[src/rtl/ga_reg_ctrl_pkg.sv]
// Shared definitions for the Gate Array register controller: function codes,
// palette geometry, FSM encoding and the sampled Z80 bus record.
package ga_pkg;
  localparam logic [1:0] GA_FN_PEN  = 2'b00;
  localparam logic [1:0] GA_FN_INK  = 2'b01;
  localparam logic [1:0] GA_FN_CTRL = 2'b10;
  localparam logic [1:0] GA_FN_RSV  = 2'b11;

  localparam int GA_BORDER_IDX = 16;
  localparam int GA_INK_W      = 5;
  localparam int GA_NUM_ENT    = 17;

  typedef enum logic [2:0] {
    ST_IDLE    = 3'd0,
    ST_SETTLE  = 3'd1,
    ST_CAPTURE = 3'd2,
    ST_COMMIT  = 3'd3,
    ST_RELEASE = 3'd4
  } ga_state_e;

  typedef struct packed {
    logic       iorq_n;
    logic       wr_n;
    logic       m1_n;
    logic       a15;
    logic       a14;
    logic [7:0] d;
  } ga_bus_t;

  // Gate Array answers a non-M1 I/O write with A15=1, A14=0.
  function automatic logic ga_sel(input ga_bus_t b);
    return ~b.iorq_n & ~b.wr_n & b.m1_n & ~b.a14 & b.a15;
  endfunction
endpackage

[src/rtl/ga_reg_ctrl_if.sv]
// Z80 I/O bus as seen by the Gate Array register controller.
interface ga_reg_ctrl_if;
  logic       IORQ_N;
  logic       WR_N;
  logic       M1_N;
  logic       A15;
  logic       A14;
  logic [7:0] D;

  modport master (output IORQ_N, WR_N, M1_N, A15, A14, D);
  modport slave  (input  IORQ_N, WR_N, M1_N, A15, A14, D);
endinterface

[src/rtl/ga_reg_ctrl_palette.sv]
// 17x5 palette register file (16 pens + border): one synchronous write port,
// one combinational read port, every entry reset to INK_RST.
module ga_palette
  import ga_pkg::*;
#(
  parameter logic [GA_INK_W-1:0] INK_RST = 5'h14
) (
  input  logic                clk,
  input  logic                rst,
  input  logic                we,
  input  logic [4:0]          waddr,
  input  logic [GA_INK_W-1:0] wdata,
  input  logic [3:0]          rpen,
  input  logic                rborder,
  output logic [GA_INK_W-1:0] rdata
);
  logic [GA_INK_W-1:0] ent [GA_NUM_ENT];

  always_ff @(posedge clk or posedge rst) begin
    if (rst) begin
      for (int i = 0; i < GA_NUM_ENT; i++) ent[i] <= INK_RST;
    end else if (we) begin
      for (int i = 0; i < GA_NUM_ENT; i++)
        if (waddr == 5'(i)) ent[i] <= wdata;
    end
  end

  assign rdata = rborder ? ent[GA_BORDER_IDX] : ent[{1'b0, rpen}];
endmodule

[src/rtl/ga_reg_ctrl.sv]
// Gate Array register controller: filters and decodes 0x7Fxx I/O writes,
// holds pen/ink/mode/ROM configuration and defers mode changes to mode_sync_en.
module ga_reg_ctrl
  import ga_pkg::*;
#(
  parameter int                  SETTLE   = 2,
  parameter logic [GA_INK_W-1:0] INK_RST  = 5'h14,
  parameter logic [1:0]          MODE_RST = 2'd1
) (
  input  logic                clk,
  input  logic                RESET,
  ga_reg_ctrl_if.slave        bus,
  input  logic                mode_sync_en,
  input  logic [3:0]          pix_pen,
  input  logic                pix_border,
  output logic [GA_INK_W-1:0] pix_ink,
  output logic [1:0]          mode,
  output logic                mode_pending,
  output logic                rom_lo_dis,
  output logic                rom_hi_dis,
  output logic                irq_reset,
  output logic                busy
);
  ga_bus_t   bus_r;
  ga_state_e state;
  logic      sel;
  logic [2:0] cnt;
  logic [7:0] data_r;
  logic [3:0] pen_ptr;
  logic       border_flag;
  logic [1:0] mode_nxt;
  logic       commit;
  logic [1:0] fn;
  logic       pal_we;
  logic [4:0] pal_waddr;

  assign sel       = ga_sel(bus_r);
  assign commit    = (state == ST_COMMIT);
  assign fn        = data_r[7:6];
  assign pal_we    = commit && (fn == GA_FN_INK);
  assign pal_waddr = border_flag ? 5'(GA_BORDER_IDX) : {1'b0, pen_ptr};

  always_ff @(posedge clk or posedge RESET) begin
    if (RESET) begin
      bus_r        <= '{iorq_n: 1'b1, wr_n: 1'b1, m1_n: 1'b1, a15: 1'b0, a14: 1'b0, d: 8'h00};
      state        <= ST_IDLE;
      cnt          <= 3'd0;
      data_r       <= 8'h00;
      pen_ptr      <= 4'd0;
      border_flag  <= 1'b0;
      mode         <= MODE_RST;
      mode_nxt     <= MODE_RST;
      mode_pending <= 1'b0;
      rom_lo_dis   <= 1'b0;
      rom_hi_dis   <= 1'b0;
      irq_reset    <= 1'b0;
      busy         <= 1'b0;
    end else begin
      bus_r     <= '{iorq_n: bus.IORQ_N, wr_n: bus.WR_N, m1_n: bus.M1_N,
                     a15: bus.A15, a14: bus.A14, d: bus.D};
      irq_reset <= 1'b0;

      case (state)
        ST_IDLE: if (sel) begin
          state <= ST_SETTLE;
          cnt   <= 3'd1;
          busy  <= 1'b1;
        end
        ST_SETTLE: begin
          if (!sel) begin
            state <= ST_IDLE;
            busy  <= 1'b0;
          end else if (cnt == 3'(SETTLE)) begin
            state <= ST_CAPTURE;
          end else begin
            cnt <= cnt + 3'd1;
          end
        end
        ST_CAPTURE: begin
          data_r    <= bus_r.d;
          state     <= ST_COMMIT;
          // Registered so the pulse spans exactly the COMMIT cycle.
          irq_reset <= (bus_r.d[7:6] == GA_FN_CTRL) && bus_r.d[4];
        end
        ST_COMMIT: begin
          case (fn)
            GA_FN_PEN: begin
              if (data_r[4]) begin
                border_flag <= 1'b1;
              end else begin
                border_flag <= 1'b0;
                pen_ptr     <= data_r[3:0];
              end
            end
            GA_FN_CTRL: begin
              rom_lo_dis <= data_r[2];
              rom_hi_dis <= data_r[3];
            end
            default: ;
          endcase
          state <= ST_RELEASE;
        end
        ST_RELEASE: if (!sel) begin
          state <= ST_IDLE;
          busy  <= 1'b0;
        end
        default: begin
          state <= ST_IDLE;
          busy  <= 1'b0;
        end
      endcase

      // A control commit wins over a coincident sync pulse: the fresh value
      // stays pending and the older pending value is dropped.
      if (commit && (fn == GA_FN_CTRL)) begin
        mode_nxt     <= data_r[1:0];
        mode_pending <= 1'b1;
      end else if (mode_sync_en && mode_pending) begin
        mode         <= mode_nxt;
        mode_pending <= 1'b0;
      end
    end
  end

  ga_palette #(.INK_RST(INK_RST)) u_palette (
    .clk     (clk),
    .rst     (RESET),
    .we      (pal_we),
    .waddr   (pal_waddr),
    .wdata   (data_r[4:0]),
    .rpen    (pix_pen),
    .rborder (pix_border),
    .rdata   (pix_ink)
  );
endmodule

[src/flat_wrapper.sv]
// flat-port wrapper written by rule: the top's interface ports become plain ports
module ga_reg_ctrl_flat import ga_pkg::*;
#(
  parameter int                  SETTLE   = 2,
  parameter logic [GA_INK_W-1:0] INK_RST  = 5'h14,
  parameter logic [1:0]          MODE_RST = 2'd1
)
  (clk, RESET, mode_sync_en, pix_pen, pix_border, pix_ink, mode, mode_pending, rom_lo_dis, rom_hi_dis, irq_reset, busy, bus_IORQ_N, bus_WR_N, bus_M1_N, bus_A15, bus_A14, bus_D);
  ga_reg_ctrl_if bus_i ();
  input  logic clk;
  input  logic RESET;
  input  logic mode_sync_en;
  input  logic [3:0] pix_pen;
  input  logic pix_border;
  output logic [GA_INK_W-1:0] pix_ink;
  output logic [1:0] mode;
  output logic mode_pending;
  output logic rom_lo_dis;
  output logic rom_hi_dis;
  output logic irq_reset;
  output logic busy;
  input wire logic [$bits(bus_i.IORQ_N)-1:0] bus_IORQ_N;
  input wire logic [$bits(bus_i.WR_N)-1:0] bus_WR_N;
  input wire logic [$bits(bus_i.M1_N)-1:0] bus_M1_N;
  input wire logic [$bits(bus_i.A15)-1:0] bus_A15;
  input wire logic [$bits(bus_i.A14)-1:0] bus_A14;
  input wire logic [$bits(bus_i.D)-1:0] bus_D;
  assign bus_i.IORQ_N = bus_IORQ_N;
  assign bus_i.WR_N = bus_WR_N;
  assign bus_i.M1_N = bus_M1_N;
  assign bus_i.A15 = bus_A15;
  assign bus_i.A14 = bus_A14;
  assign bus_i.D = bus_D;
  ga_reg_ctrl #(.SETTLE(SETTLE), .INK_RST(INK_RST), .MODE_RST(MODE_RST)) u_core (.clk(clk), .RESET(RESET), .bus(bus_i), .mode_sync_en(mode_sync_en), .pix_pen(pix_pen), .pix_border(pix_border), .pix_ink(pix_ink), .mode(mode), .mode_pending(mode_pending), .rom_lo_dis(rom_lo_dis), .rom_hi_dis(rom_hi_dis), .irq_reset(irq_reset), .busy(busy));
endmodule
[config.mk]
export PLATFORM = sky130hd
export DESIGN_NAME = ga_reg_ctrl_flat
export DESIGN_NICKNAME = d
export VERILOG_FILES = /design/src/rtl/ga_reg_ctrl_pkg.sv /design/src/rtl/ga_reg_ctrl_if.sv /design/src/rtl/ga_reg_ctrl_palette.sv /design/src/rtl/ga_reg_ctrl.sv /design/src/flat_wrapper.sv
export SDC_FILE = /design/constraint.sdc
export NUM_CORES = 1
export LEC_CHECK = 0
export ABC_CLOCK_PERIOD_IN_PS = 5100
export BUFFER_PORTS_ARGS = -buffer_cell sky130_fd_sc_hd__buf_2
export CELL_PAD_IN_SITES_DETAIL_PLACEMENT = 1
export CELL_PAD_IN_SITES_GLOBAL_PLACEMENT = 2
export CORE_MARGIN = 1.5
export CORE_UTILIZATION = 45
export CTS_BUF_LIST = sky130_fd_sc_hd__clkbuf_8
export DETAILED_ROUTE_END_ITERATION = 10
export PLACE_DENSITY_LB_ADDON = 0.25
export SLEW_MARGIN = 20
export SYNTH_ARGS = -nofsm -noshare
export SYNTH_HDL_FRONTEND = slang
export SYNTH_HIERARCHICAL = 1
export SYNTH_SLANG_ARGS = --single-unit
[constraint.sdc]
create_clock -name clk -period 5.1 [get_ports clk]
set_input_delay 0 -clock clk [delete_from_list [all_inputs] [get_ports clk]]
set_output_delay 0 -clock clk [all_outputs]
set_load 0.03 [all_outputs]
== After elaboration in Yosys (flattened, before gate mapping) ==
Cells that the tools add are included.
Widths: inputs -> output; s select.

* Logic and storage cells: 133
* Register bits after elaboration: 126
* Output and inout port bits: 12

* $lt $le $gt $ge: 1
* Add/subtract/negate cells: 1
* Eq/ne operators: 30
* Bitwise gates (word level): 11
* Muxes and demuxes: 20
* Reduce and logical (&&, ||, !) cells: 35

{| class="wikitable"
|+ Operator list
! kind !! count
|-
| $eq 5x4->1 const B || 8
|-
| $reduce_and 2->1 || 20
|-
| $bmux 5 s5 || 1
|-
| $eq 5x3->1 const B || 4
|-
| $mux 5 || 4
|-
| $mux 3 || 6
|-
| $pmux 3 s5 || 1
|-
| $eq 5x2->1 const B || 2
|-
| $eq 3x2->1 const B || 3
|-
| $reduce_and 3->1 || 3
|-
| $ge 6x6->1 const B || 1
|-
| $mux 1 || 6
|-
| $ne 2x2->1 const B || 3
|-
| $not 1->1 || 6
|-
| $not 4->6 || 1
|-
| $pmux 3 s2 || 1
|-
| $eq 5x1->1 const B || 1
|-
| $eq 5x5->1 const B || 1
|-
| $logic_not 5->1 || 1
|-
| $and 1x1->1 || 4
|-
| $eq 2x2->1 const B || 2
|-
| $logic_and 1x1->1 || 4
|-
| $ne 2x1->1 const B || 2
|-
| $reduce_and 4->1 || 1
|-
| 10 further kinds || 12
|}

== Logic depth before layout (Yosys ltp) ==
Gate-level depths: netlist (run 1).

* Depth in word-level cells: 7
* Mapped depth: 8
* Depth with buffers taken out: 6

== Modules after synthesis ==
The synthesis (run 1) kept the hierarchy.

{| class="wikitable"
|+ By module, submodules not included
! module !! cells an instance !! area an instance (µm²) !! instances
|-
| ga_palette || 256 || 4,028.9 || 1
|-
| ga_reg_ctrl || 112 || 1,591.5 || 1
|}

== Least setup slack after synthesis (run 1) ==
OpenSTA, ideal clock, no wires.

* Path kind: register to register
* From: register u_core.state[2]
* To: register u_core/u_palette/ent[15] (netlist name)
* Arrival time: 2,015 ps
* Slack: 2,960 ps
* Path buffers: 2
* Cell stages (with the launch flop): 9
* Library setup time: 125 ps
* Clock period less this slack: 2,140 ps
* Cells stage by stage: dfrtp_1 buf_6 nand3b_4 nor3b_1 nor2b_1 and3b_1 and3_1 clkbuf_1 mux2_2

* Longest elaborated chain between the ends: 3

{| class="wikitable"
|+ Ends and longest elaborated chain
! what !! line !! source
|-
| from (decl) || ga_reg_ctrl.sv:25 || <nowiki>ga_state_e state;</nowiki>
|-
| from (signal assigned) || ga_reg_ctrl.sv:46 || <nowiki>state <= ST_IDLE;</nowiki>
|-
| from (signal assigned) || ga_reg_ctrl.sv:65 || <nowiki>state <= ST_SETTLE;</nowiki>
|-
| from (signal assigned) || ga_reg_ctrl.sv:71 || <nowiki>state <= ST_IDLE;</nowiki>
|-
| $eq 3x2->1 || ga_reg_ctrl.sv:38 || <nowiki>assign commit = (state == ST_COMMIT);</nowiki>
|-
| $logic_and 1x1->1 || ga_reg_ctrl.sv:40 || <nowiki>assign pal_we = commit && (fn == GA_FN_INK);</nowiki>
|-
| net u_core.pal_we || ga_reg_ctrl.sv:34 || <nowiki>logic pal_we;</nowiki>
|-
| $reduce_and 2->1 (no source line) || n/a ||
|-
| to (signal, indexed assignment) || ga_reg_ctrl_palette.sv:24 || <nowiki>if (waddr == 5'(i)) ent[i] <= wdata;</nowiki>
|-
| to (decl) || ga_reg_ctrl_palette.sv:17 || <nowiki>logic [GA_INK_W-1:0] ent [GA_NUM_ENT];</nowiki>
|}

The timed path passes the listed nets, and every way through them passes these cells.
A chain may end at the register's enable or synchronous reset.

== Worst setup path after layout (run 1) ==
* From: register u_core.state[0]
* To: register u_core/u_palette/ent[28] (netlist name)

The elaborated chain is that of the path after synthesis.

==> impl_metrics.py, run 1 <==
metrics = {
    "run_status": {
        "outcome": "complete, no violations",
    },
    "route": {
        "wl_met1_mm": 5.21,
        "dr_wl_met2_mm": 5.91,
        "drt-total-wl_mm": 11.6,
        "drc": 0,
        "dr_wl_met3_um": 362,
        "highest_layer": "met4",
        "via_per_inst": 5.44,
        "vias": 3242,
        "drtAntennaViolNets": 0,
        "first_pass_iters": 4,
        "wire_per_inst_um": 19.5,
        "first_iter_violations": 97,
    },
    "logic_synthesis": {
        "yosys_warnings": 6,
        "avgSynthCellArea_um2": 15.3,
        "async_flop_share_pct": 100,
        "synth_ff_type": "dfrtp_1",
        "synth-seq-cells": 124,
        "yosysMostFrequentCell": "mux2_2",
        "synth_area_leaders": "dfrtp_1 (38%), mux2_2 (20%), dfstp_2 (18%)",
        "syn_area_um2": 5620,
        "synthCells": 368,
        "synth_nets": 391,
        "synth_cell_type_count": 46,
        "yosysTopAreaCell": "dfrtp_1",
        "ys_seq_area_share_pct": 56.1,
        "synth_common_cells": "mux2_2 (99), dfrtp_1 (85), dfstp_2 (39)",
        "yosysTopAreaCellShare_pct": 37.8,
        "synth_edf_count": 0,
    },
    "floorplan": {
        "dieArea_um2": 13200,
        "fp.dieH_um": 115,
        "ios": 33,
        "core-area_um2": 12100,
        "rows": 40,
        "die_w_um": 115,
        "initial_core_util_pct": 46.4,
    },
    "clocking": {
        "clk_latency_ns": 0.45,
        "h-tree-depth": 4,
        "cts_resized": 0,
        "cts.path.max_buffers": 2,
        "cts_sinks": 124,
        "cts_buffers": 17,
        "cts_tree": "done",
        "cts.reportedPaths.clkPinSlew_ns": 0.07,
        "postCtsSetupBuffers": 0,
        "cts-root-buf": "clkbuf_8",
    },
    "grt": {
        "grt_overflow_total": 0,
        "grt_pass1_vias": 3583,
        "grt_max_degree": 86,
        "grt_pass1_wl_mm": 19.3,
        "antenna_found_initial": 0,
        "grt.total_usage_pct": 20.0,
    },
    "worst_setup_path": {
        "crit_required_ns": 5.43,
        "r2r-start": "u_core/state[0]$_DFFE_PP0P_",
        "reg2reg_depth": 6,
        "crit_start": "u_core/state[0]$_DFFE_PP0P_",
        "worstPathMaxFanout": 10,
        "end_kind": "flip-flop",
        "crit_type": "reg -> reg",
        "r2r_slack_ns": 2.54,
        "critPathLaunchType": "flip-flop",
        "arrival_ns": 2.89,
        "timing.rr.end": "u_core/u_palette/ent[28]$_DFFE_PP0P_",
    },
    "timing": {
        "fin_skew_ns": 0.0127,
        "slew_headroom_pct": 42.7,
        "holdWs_ns": 0.188,
        "maxSlewViolCount": 0,
        "finalCritPeriodShare_pct": 50.3,
        "fmax_ghz": 0.390,
        "setup_viol_count_final": 0,
        "rsz0062_at_grt": "no",
        "tns_ns": 0,
        "hold_violations": 0,
        "period_needed_ns": 2.56,
        "worstMarginPinSlew_ns": 0.858,
    },
    "finish": {
        "fin_util_pct": 53.5,
        "antennaDiodeCount": 0,
        "nNetsFinal": 438,
        "syn2layout_area_growth_pct": 15.2,
        "drive_gt1_share_pct": 51.4,
        "fin_area_um2": 6480,
        "fillerInstances": 1185,
        "multiInputGateArea_um2": 2320,
        "seq_area_um2": 3150,
    },
    "power_and_ir_drop": {
        "p_leak_nw": 3.11,
        "ir_drop_v": 0.000190,
        "p_per_area_nw_per_um2": 315,
        "power_mw": 2.04,
    },
    "job": {
        "maxCapViolations": 0,
    },
    "worst_hold_path": {
        "worstHoldStart": "bus_D[4]",
        "holdPathStages": 2,
        "min_path_type": "in -> reg",
        "holdPathEnd": "u_core/bus_r[4]$_DFF_PP0_",
    },
    "placed_design": {
        "dpl-instance-area_um2": 5890,
        "io_buffer_count": 31,
        "place.gp.congestion": 0.695,
        "hpwl_mm": 7.34,
    },
}
==> flip-flops by register name, summed over array words and instances, names as in the netlist <==
signal / count
u_core/border_flag: 1
u_core/bus_r: 12
u_core/busy: 1
u_core/cnt: 3
u_core/data_r: 7
u_core/irq_reset: 1
u_core/mode: 2
u_core/mode_nxt: 2
u_core/mode_pending: 1
u_core/pen_ptr: 4
u_core/rom_hi_dis: 1
u_core/rom_lo_dis: 1
u_core/state: 3
u_core/u_palette/ent: 85
==> cells in the final DEF, fill, tap and decap left out, types with 5 or more instances in the layout <==
master / netlist / final
mux2_2: 99 / 99
dfrtp_1: 85 / 85
dfstp_2: 39 / 39
buf_2: 2 / 31
clkbuf_8: 0 / 20
dlygate4sd3_1: 0 / 14
nand2_1: 14 / 14
nor2b_1: 13 / 13
mux4_2: 12 / 12
inv_1: 9 / 11
mux4_1: 9 / 9
nor3b_1: 5 / 5
a22o_1: 5 / 5
==> per-stage QoR <==
stage | setup WS, ns | std cells
floorplan | 2.96 | 368
global placement | 2.61 | 550
detailed placement | 2.56 | 550
CTS | 2.55 | 596
global route | 2.30 | 596
finish | 2.54 | 596
==> layout make-up <==
type / count / share of cell area [%]
clock buffer: 20 / 4.25
clock inverter: 12 / 2.65
inverter: 9 / 0.541
multi-input combinational: 216 / 35.8
sequential: 124 / 48.7
tap: 168 / 3.25
timing repair buffer: 47 / 4.85
==> cells by family after synthesis <==
| group | count (synthesis) | synth area share (%) |
|---|---|---|
| mux | 128 | 30.6 |
| flops | 124 | 56.1 |
| simple gates | 61 | 6.83 |
| buf+inv | 28 | 2.65 |
| compound gates | 25 | 3.36 |
| fa+ha+maj | 2 | 0.445 |
==> worst max-delay path by stage <==
stage          slack, ns                                   end  cells after the start
2_1_floorplan       2.96   u_core/u_palette/ent[0]$_DFFE_PP0P_                      1
3_3_place_gp        2.61  u_core/u_palette/ent[26]$_DFFE_PP0P_                      6
3_5_place_dp        2.56  u_core/u_palette/ent[26]$_DFFE_PP0P_                      6
4_1_cts             2.55  u_core/u_palette/ent[28]$_DFFE_PP0P_                      6
5_1_grt             2.30  u_core/u_palette/ent[46]$_DFFE_PP0P_                      6
6_report            2.54  u_core/u_palette/ent[28]$_DFFE_PP0P_                      6
==> worst max-delay path, stage by stage (launching register included) <==
cell	delay, ns
dfrtp_1	0.57
nand3b_4	0.15
nor3b_1	0.31
nor2b_1	0.32
nand3_1	0.17
nor2b_1	0.51
mux2_2	0.40
==> routing by layer <==
metal	up-vias	GRT usage (%)
li1	1458	-
met1	1722	25.1
met2	46	33.1
met3	16	6.11
met4	0	7.08
met5	-	0
==> timing repair <==
action	in CTS	in global routing
endpoints found under the setup margin	0	0
endpoints found under the hold margin	98	0
hold buffers	14	0
==> where the power goes <==
group	internal, mW	switching (mW)
Clock	0.568	0.387
Combinational	0.0308	0.0512
Sequential	0.995	0.00683
(Power assumes the default switching activity.)
==> inputs of run 2 (changes only) <==
- ABC_AREA: unset -> 1
- ABC_CLOCK_PERIOD_IN_PS: 5100 -> 2600
- CORE_UTILIZATION: 45 -> 39
- clock period: 5.1 -> 2.6 ns (I/O delays scaled with it)
==> impl_metrics.py, run 2 <==
metrics = {
    "logic_synthesis": {
        "yosysTopAreaCell": "dfrtp_1",
        "synth-xor-area-share_pct": 0.157,
        "synthMuxAreaShare_pct": 0,
        "ys_seq_area_share_pct": 56.3,
        "synth_top_family_by_area": "simple AND/OR/NAND/NOR gates",
        "synth_fa_ha_area_share_pct": 0.447,
        "async_flop_share_pct": 100,
        "synth_nets": 684,
        "synth_area_leaders": "dfrtp_1 (38%), dfstp_2 (18%), nand2_1 (17%)",
        "yosysMostFrequentCell": "nand2_1",
        "synth_edf_count": 0,
        "synth_simple_gate_area_share_pct": 28.4,
        "synth_ff_type": "dfrtp_1",
        "avgSynthCellArea_um2": 8.47,
        "yosys_warnings": 6,
        "synth-seq-cells": 124,
        "synthCells": 661,
        "synth-compound-area-share_pct": 9.95,
        "synth_cell_type_count": 26,
        "synth_common_cells": "nand2_1 (252), dfrtp_1 (85), o21ai_0 (72)",
        "yosysTopAreaCellShare_pct": 38.0,
        "syn_area_um2": 5600,
    },
    "timing": {
        "worstMarginPinSlew_ns": 0.798,
        "rsz0062_at_grt": "no",
        "period_needed_ns": 2.08,
        "tns_ns": 0,
        "maxSlewViolCount": 0,
        "setup_ws_ns": 0.520,
        "fin_skew_ns": 0.0102,
        "slew_headroom_pct": 46.8,
        "hold_violations": 0,
        "finalCritPeriodShare_pct": 80.0,
        "holdWs_ns": 0.193,
        "fmax_ghz": 0.481,
        "setup_viol_count_final": 0,
    },
    "clocking": {
        "hold_buffers": 14,
        "postCtsSetupBuffers": 0,
        "clk_latency_ns": 0.44,
        "cts_sinks": 124,
        "cts.reportedPaths.clkPinSlew_ns": 0.08,
        "cts_tree": "done",
        "cts.path.max_buffers": 2,
        "cts_buffers": 17,
        "cts_resized": 0,
        "h-tree-depth": 4,
        "cts-root-buf": "clkbuf_8",
    },
    "worst_setup_path": {
        "crit_required_ns": 2.90,
        "crit_buf_inv": 3,
        "cpPeakStageDelay_ns": 0.42,
        "arrival_ns": 2.38,
        "crit_type": "reg -> reg",
        "critPathLaunchType": "flip-flop",
        "worstPathMaxFanout": 10,
        "path_common_cell": "inv_1",
        "cp_top_family": "simple AND/OR/NAND/NOR gates",
        "crit_slowest_cell": "dfrtp_1",
        "end_kind": "flip-flop",
        "cp_cell_sequence": "inv_1 > nand3_2 > nor3_1 > inv_1 > nor2_1 > inv_1 > nor3_4 > nand2_2 > nand2_1 > o21ai_1",
    },
    "floorplan": {
        "dieArea_um2": 15100,
        "die_w_um": 123,
        "fp.dieH_um": 123,
        "ios": 33,
        "rows": 43,
        "core-area_um2": 13900,
        "initial_core_util_pct": 40.2,
    },
    "finish": {
        "drive_gt1_share_pct": 19.4,
        "fin_area_um2": 6570,
        "largest_reg_flops": 85,
        "final_common_cell": "nand2_1",
        "largest_register": "u_core/u_palette/ent",
        "syn2layout_area_growth_pct": 17.5,
        "fin_util_pct": 47.2,
        "final_cells": 902,
        "fillerInstances": 1664,
        "nNetsFinal": 732,
        "antennaDiodeCount": 0,
        "reg_top3": "u_core/u_palette/ent x85, u_core/bus_r x12, u_core/data_r x7",
        "final_cell_mix": "nand2_1 (252), dfrtp_1 (85), o21ai_0 (72)",
    },
    "placed_design": {
        "dp_slack_ns": 0.544,
        "hpwl_mm": 9.49,
        "dpl.cell_count": 856,
        "place.gp.congestion": 0.789,
        "io_buffer_count": 31,
        "dpl-instance-area_um2": 5920,
    },
    "power_and_ir_drop": {
        "p_per_area_nw_per_um2": 696,
        "ir_drop_v": 0.000563,
        "power_mw": 4.58,
        "p_leak_nw": 2.89,
    },
    "grt": {
        "grt_max_degree": 44,
        "grt_overflow_total": 0,
        "grt_pass1_vias": 4906,
        "grt.total_usage_pct": 22.0,
        "grt_pass1_wl_mm": 25.0,
        "antenna_found_initial": 0,
    },
    "route": {
        "first_iter_violations": 257,
        "vias": 4600,
        "first_pass_iters": 4,
        "wire_per_inst_um": 16.5,
        "drc": 0,
        "drtAntennaViolNets": 0,
        "drt-total-wl_mm": 14.9,
        "via_per_inst": 5.10,
    },
    "run_status": {
        "outcome": "complete, no violations",
    },
    "worst_hold_path": {
        "min_path_type": "in -> reg",
    },
    "job": {
        "maxCapViolations": 0,
    },
}
## run 2: area by class of cell
class / instances / area, um2 / share of cell area (%)
Sequential cell: 124 / 3150 / 47.9
Multi-Input combinational cell: 474 / 2180 / 33.2
Timing Repair Buffer: 50 / 345 / 5.25
Clock inverter: 14 / 263 / 4.00
Clock buffer: 18 / 248 / 3.77
Tap cell: 180 / 225 / 3.43
Inverter: 42 / 159 / 2.42
## run 2: cell families (layout without fill, tap and decap cells)
family / count (synthesis) / count (layout)
compound gates: 106 / 106
flops: 124 / 124
fa+ha+maj: 2 / 2
xor+xnor: 1 / 1
simple gates: 365 / 365
buf+inv: 63 / 124
## run 2: power breakdown
group	internal (mW)	switching, mW	total [mW]
Combinational	0.107	0.282	0.388
Clock	1.37	0.802	2.17
Sequential	1.98	0.0415	2.02
Total	3.45	1.13	4.58
## run 2: final timing paths
path                                             start                              endpoint  slack, ns  cells past startpoint
max in group asynchronous                        RESET  u_core/u_palette/ent[34]$_DFFE_PP1P_       1.61                      4
min in group asynchronous                        RESET  u_core/u_palette/ent[46]$_DFFE_PP0P_       0.23                      3
max                        u_core/state[2]$_DFFE_PP0P_  u_core/u_palette/ent[13]$_DFFE_PP0P_       0.52                     10
min                                           bus_WR_N            u_core/bus_r[11]$_DFF_PP1_       0.19                      2
min reg2reg                 u_core/mode[0]$_DFFE_PP1P_            u_core/mode[0]$_DFFE_PP1P_       0.46                      2
max reg2reg                u_core/state[2]$_DFFE_PP0P_  u_core/u_palette/ent[13]$_DFFE_PP0P_       0.52                     10
## run 2: layer usage
layer  part of all wire, %  vias to the layer above  global-route usage (%)
met1                    43                     2308                    26.1
met2                    53                       55                    39.9
met5                     0                        -                       0
met4                  0.98                        0                    5.67
li1                      -                     2225                       -
met3                   2.8                       12                    5.11
==> inputs of run 3 (changes only) <==
- ABC_CLOCK_PERIOD_IN_PS: 2600 -> 2000
- clock period: 2.6 -> 2 ns (I/O delays scaled with it)
==> impl_metrics.py, run 3 (same netlist as run 2, synthesis figures left out) <==
metrics = {
    "worst_setup_path": {
        "r2r-start": "u_core/state[2]$_DFFE_PP0P_",
        "worstPathMaxFanout": 10,
        "timing.rr.end": "u_core/u_palette/ent[63]$_DFFE_PP0P_",
        "arrival_ns": 2.17,
        "r2r_slack_ns": 0.13,
        "cp_cell_sequence": "inv_1 > nand3_2 > nor3_2 > inv_1 > nor2_1 > inv_1 > nor3_4 > buf_4 > nand2_2 > nand2_1 > o21ai_0",
        "crit_required_ns": 2.30,
        "cpPeakStageDelay_ns": 0.41,
        "end_kind": "flip-flop",
        "crit_type": "reg -> reg",
        "critPathLaunchType": "flip-flop",
        "path_common_cell": "inv_1",
        "reg2reg_depth": 11,
        "crit_slowest_cell": "dfrtp_1",
        "crit_path_end": "u_core/u_palette/ent[63]$_DFFE_PP0P_",
        "crit_start": "u_core/state[2]$_DFFE_PP0P_",
    },
    "route": {
        "drtAntennaViolNets": 0,
        "drt-total-wl_mm": 14.6,
        "first_iter_violations": 260,
        "wire_per_inst_um": 16.0,
        "vias": 4571,
        "drc": 0,
        "via_per_inst": 5.00,
        "first_pass_iters": 4,
    },
    "worst_hold_path": {
        "worstHoldStart": "bus_IORQ_N",
        "min_path_type": "in -> reg",
    },
    "power_and_ir_drop": {
        "p_per_area_nw_per_um2": 812,
        "power_mw": 5.36,
        "ir_drop_v": 0.000465,
        "p_leak_nw": 2.94,
    },
    "placed_design": {
        "io_buffer_count": 31,
        "place.gp.congestion": 0.774,
        "dpl.cell_count": 865,
        "hpwl_mm": 9.38,
    },
    "clocking": {
        "cts.path.max_buffers": 2,
        "cts-root-buf": "clkbuf_8",
        "cts_buffers": 17,
        "cts.reportedPaths.clkPinSlew_ns": 0.07,
        "cts_tree": "done",
        "clk_latency_ns": 0.45,
        "h-tree-depth": 4,
        "cts_sinks": 124,
    },
    "timing": {
        "hold_violations": 0,
        "fin_skew_ns": 0.00969,
        "finalCritPeriodShare_pct": 93.5,
        "period_needed_ns": 1.87,
        "setup_viol_count_final": 0,
        "slew_headroom_pct": 51.4,
        "maxSlewViolCount": 0,
        "worstMarginPinSlew_ns": 0.728,
        "fmax_ghz": 0.535,
    },
    "run_status": {
        "outcome": "complete, no violations",
    },
    "finish": {
        "reg_top3": "u_core/u_palette/ent x85, u_core/bus_r x12, u_core/data_r x7",
        "nNetsFinal": 744,
        "final_cell_mix": "nand2_1 (252), dfrtp_1 (85), o21ai_0 (72)",
        "fillerInstances": 1667,
        "largest_reg_flops": 85,
        "largest_register": "u_core/u_palette/ent",
        "final_common_cell": "nand2_1",
        "syn2layout_area_growth_pct": 17.9,
        "drive_gt1_share_pct": 20.8,
        "final_cells": 914,
        "antennaDiodeCount": 0,
    },
    "grt": {
        "antenna_found_initial": 0,
        "grt.total_usage_pct": 21.5,
        "grt_pass1_vias": 4828,
        "grt_max_degree": 86,
        "grt_pass1_wl_mm": 24.4,
        "grt_overflow_total": 0,
    },
    "floorplan": {
        "core-area_um2": 13900,
        "rows": 43,
        "die_w_um": 123,
        "initial_core_util_pct": 40.2,
        "fp.dieH_um": 123,
        "ios": 33,
        "dieArea_um2": 15100,
    },
    "job": {
        "maxCapViolations": 0,
    },
}
==> run 3: repair_timing <==
item,in CTS,in global routing
setup endpoints to repair,0,70
gates resized for setup,0,4
hold buffers,14,0
buffers inserted,0,3
endpoints found under the hold margin,100,0
==> run 3: final cells by class <==
cell class / count / area, um2 / area share [%]
Sequential cell: 124 / 3150 / 47.8
Multi-Input combinational cell: 474 / 2200 / 33.4
Timing Repair Buffer: 62 / 460 / 6.98
Clock buffer: 20 / 275 / 4.17
Tap cell: 180 / 225 / 3.41
Inverter: 42 / 161 / 2.45
Clock inverter: 12 / 121 / 1.84
==> run 3: how the worst min path moves through the flow <==
| stage | endpoint | slack, ns | cells past startpoint |
|---|---|---|---|
| 6_report | u_core/bus_r[12]$_DFF_PP1_ | 0.18 | 2 |
| 2_1_floorplan | u_core/bus_r[10]$_DFF_PP1_ | 0.004 | 0 |
| 4_1_cts | u_core/bus_r[0]$_DFF_PP0_ | 0.15 | 2 |
| 3_5_place_dp | u_core/bus_r[10]$_DFF_PP1_ | 0.11 | 1 |
| 3_3_place_gp | u_core/bus_r[12]$_DFF_PP1_ | 0.11 | 1 |
| 5_1_grt | u_core/bus_r[12]$_DFF_PP1_ | 0.15 | 2 |
==> run 3: power breakdown <==
group	switching, mW	total (mW)	internal [mW]	leakage [nW]
sequential	0.0522	2.63	2.57	1.57
combinational	0.365	0.518	0.153	1.17
clock	1.02	2.21	1.19	0.205
==> run 3: per-layer routing <==
layer  share of wire [%]  vias to the layer above  track usage, %  wire [um]
li1                    -                     2258               -          -
met1                  46                     2242            26.9       6770
met2                  49                       52            36.1       7230
met3                 2.7                       19            5.48        393
met4                 1.7                        0            7.27        244
met5                   0                        -               0          0
==> run 3: through the flow <==
stage | cell area (um2) | hold WS (ns) | setup WS (ns) | utilization (%) | setup TNS [ns]
final | 6600 | 0.184 | 0.130 | 47.3 | 0
after global routing | 6600 | 0.150 | -0.0340 | 47.3 | -0.199
after CTS | 6540 | 0.152 | 0.0381 | 47.0 | 0
after detailed placement | 6010 | 0.107 | 0.0898 | 43.1 | 0
after global placement | 6010 | 0.106 | 0.134 | 43.1 | 0
after floorplan | 5600 | 0.00448 | 0.371 | - | 0
==> run 3: critical path: cells and delay by family (launching register included) <==
kind,cells,cell delay [ns]
AOI/OAI and AO/OA,1,0.09
buffers and inverters,4,0.47
DFF,1,0.41
and+or+nand+nor,6,0.74
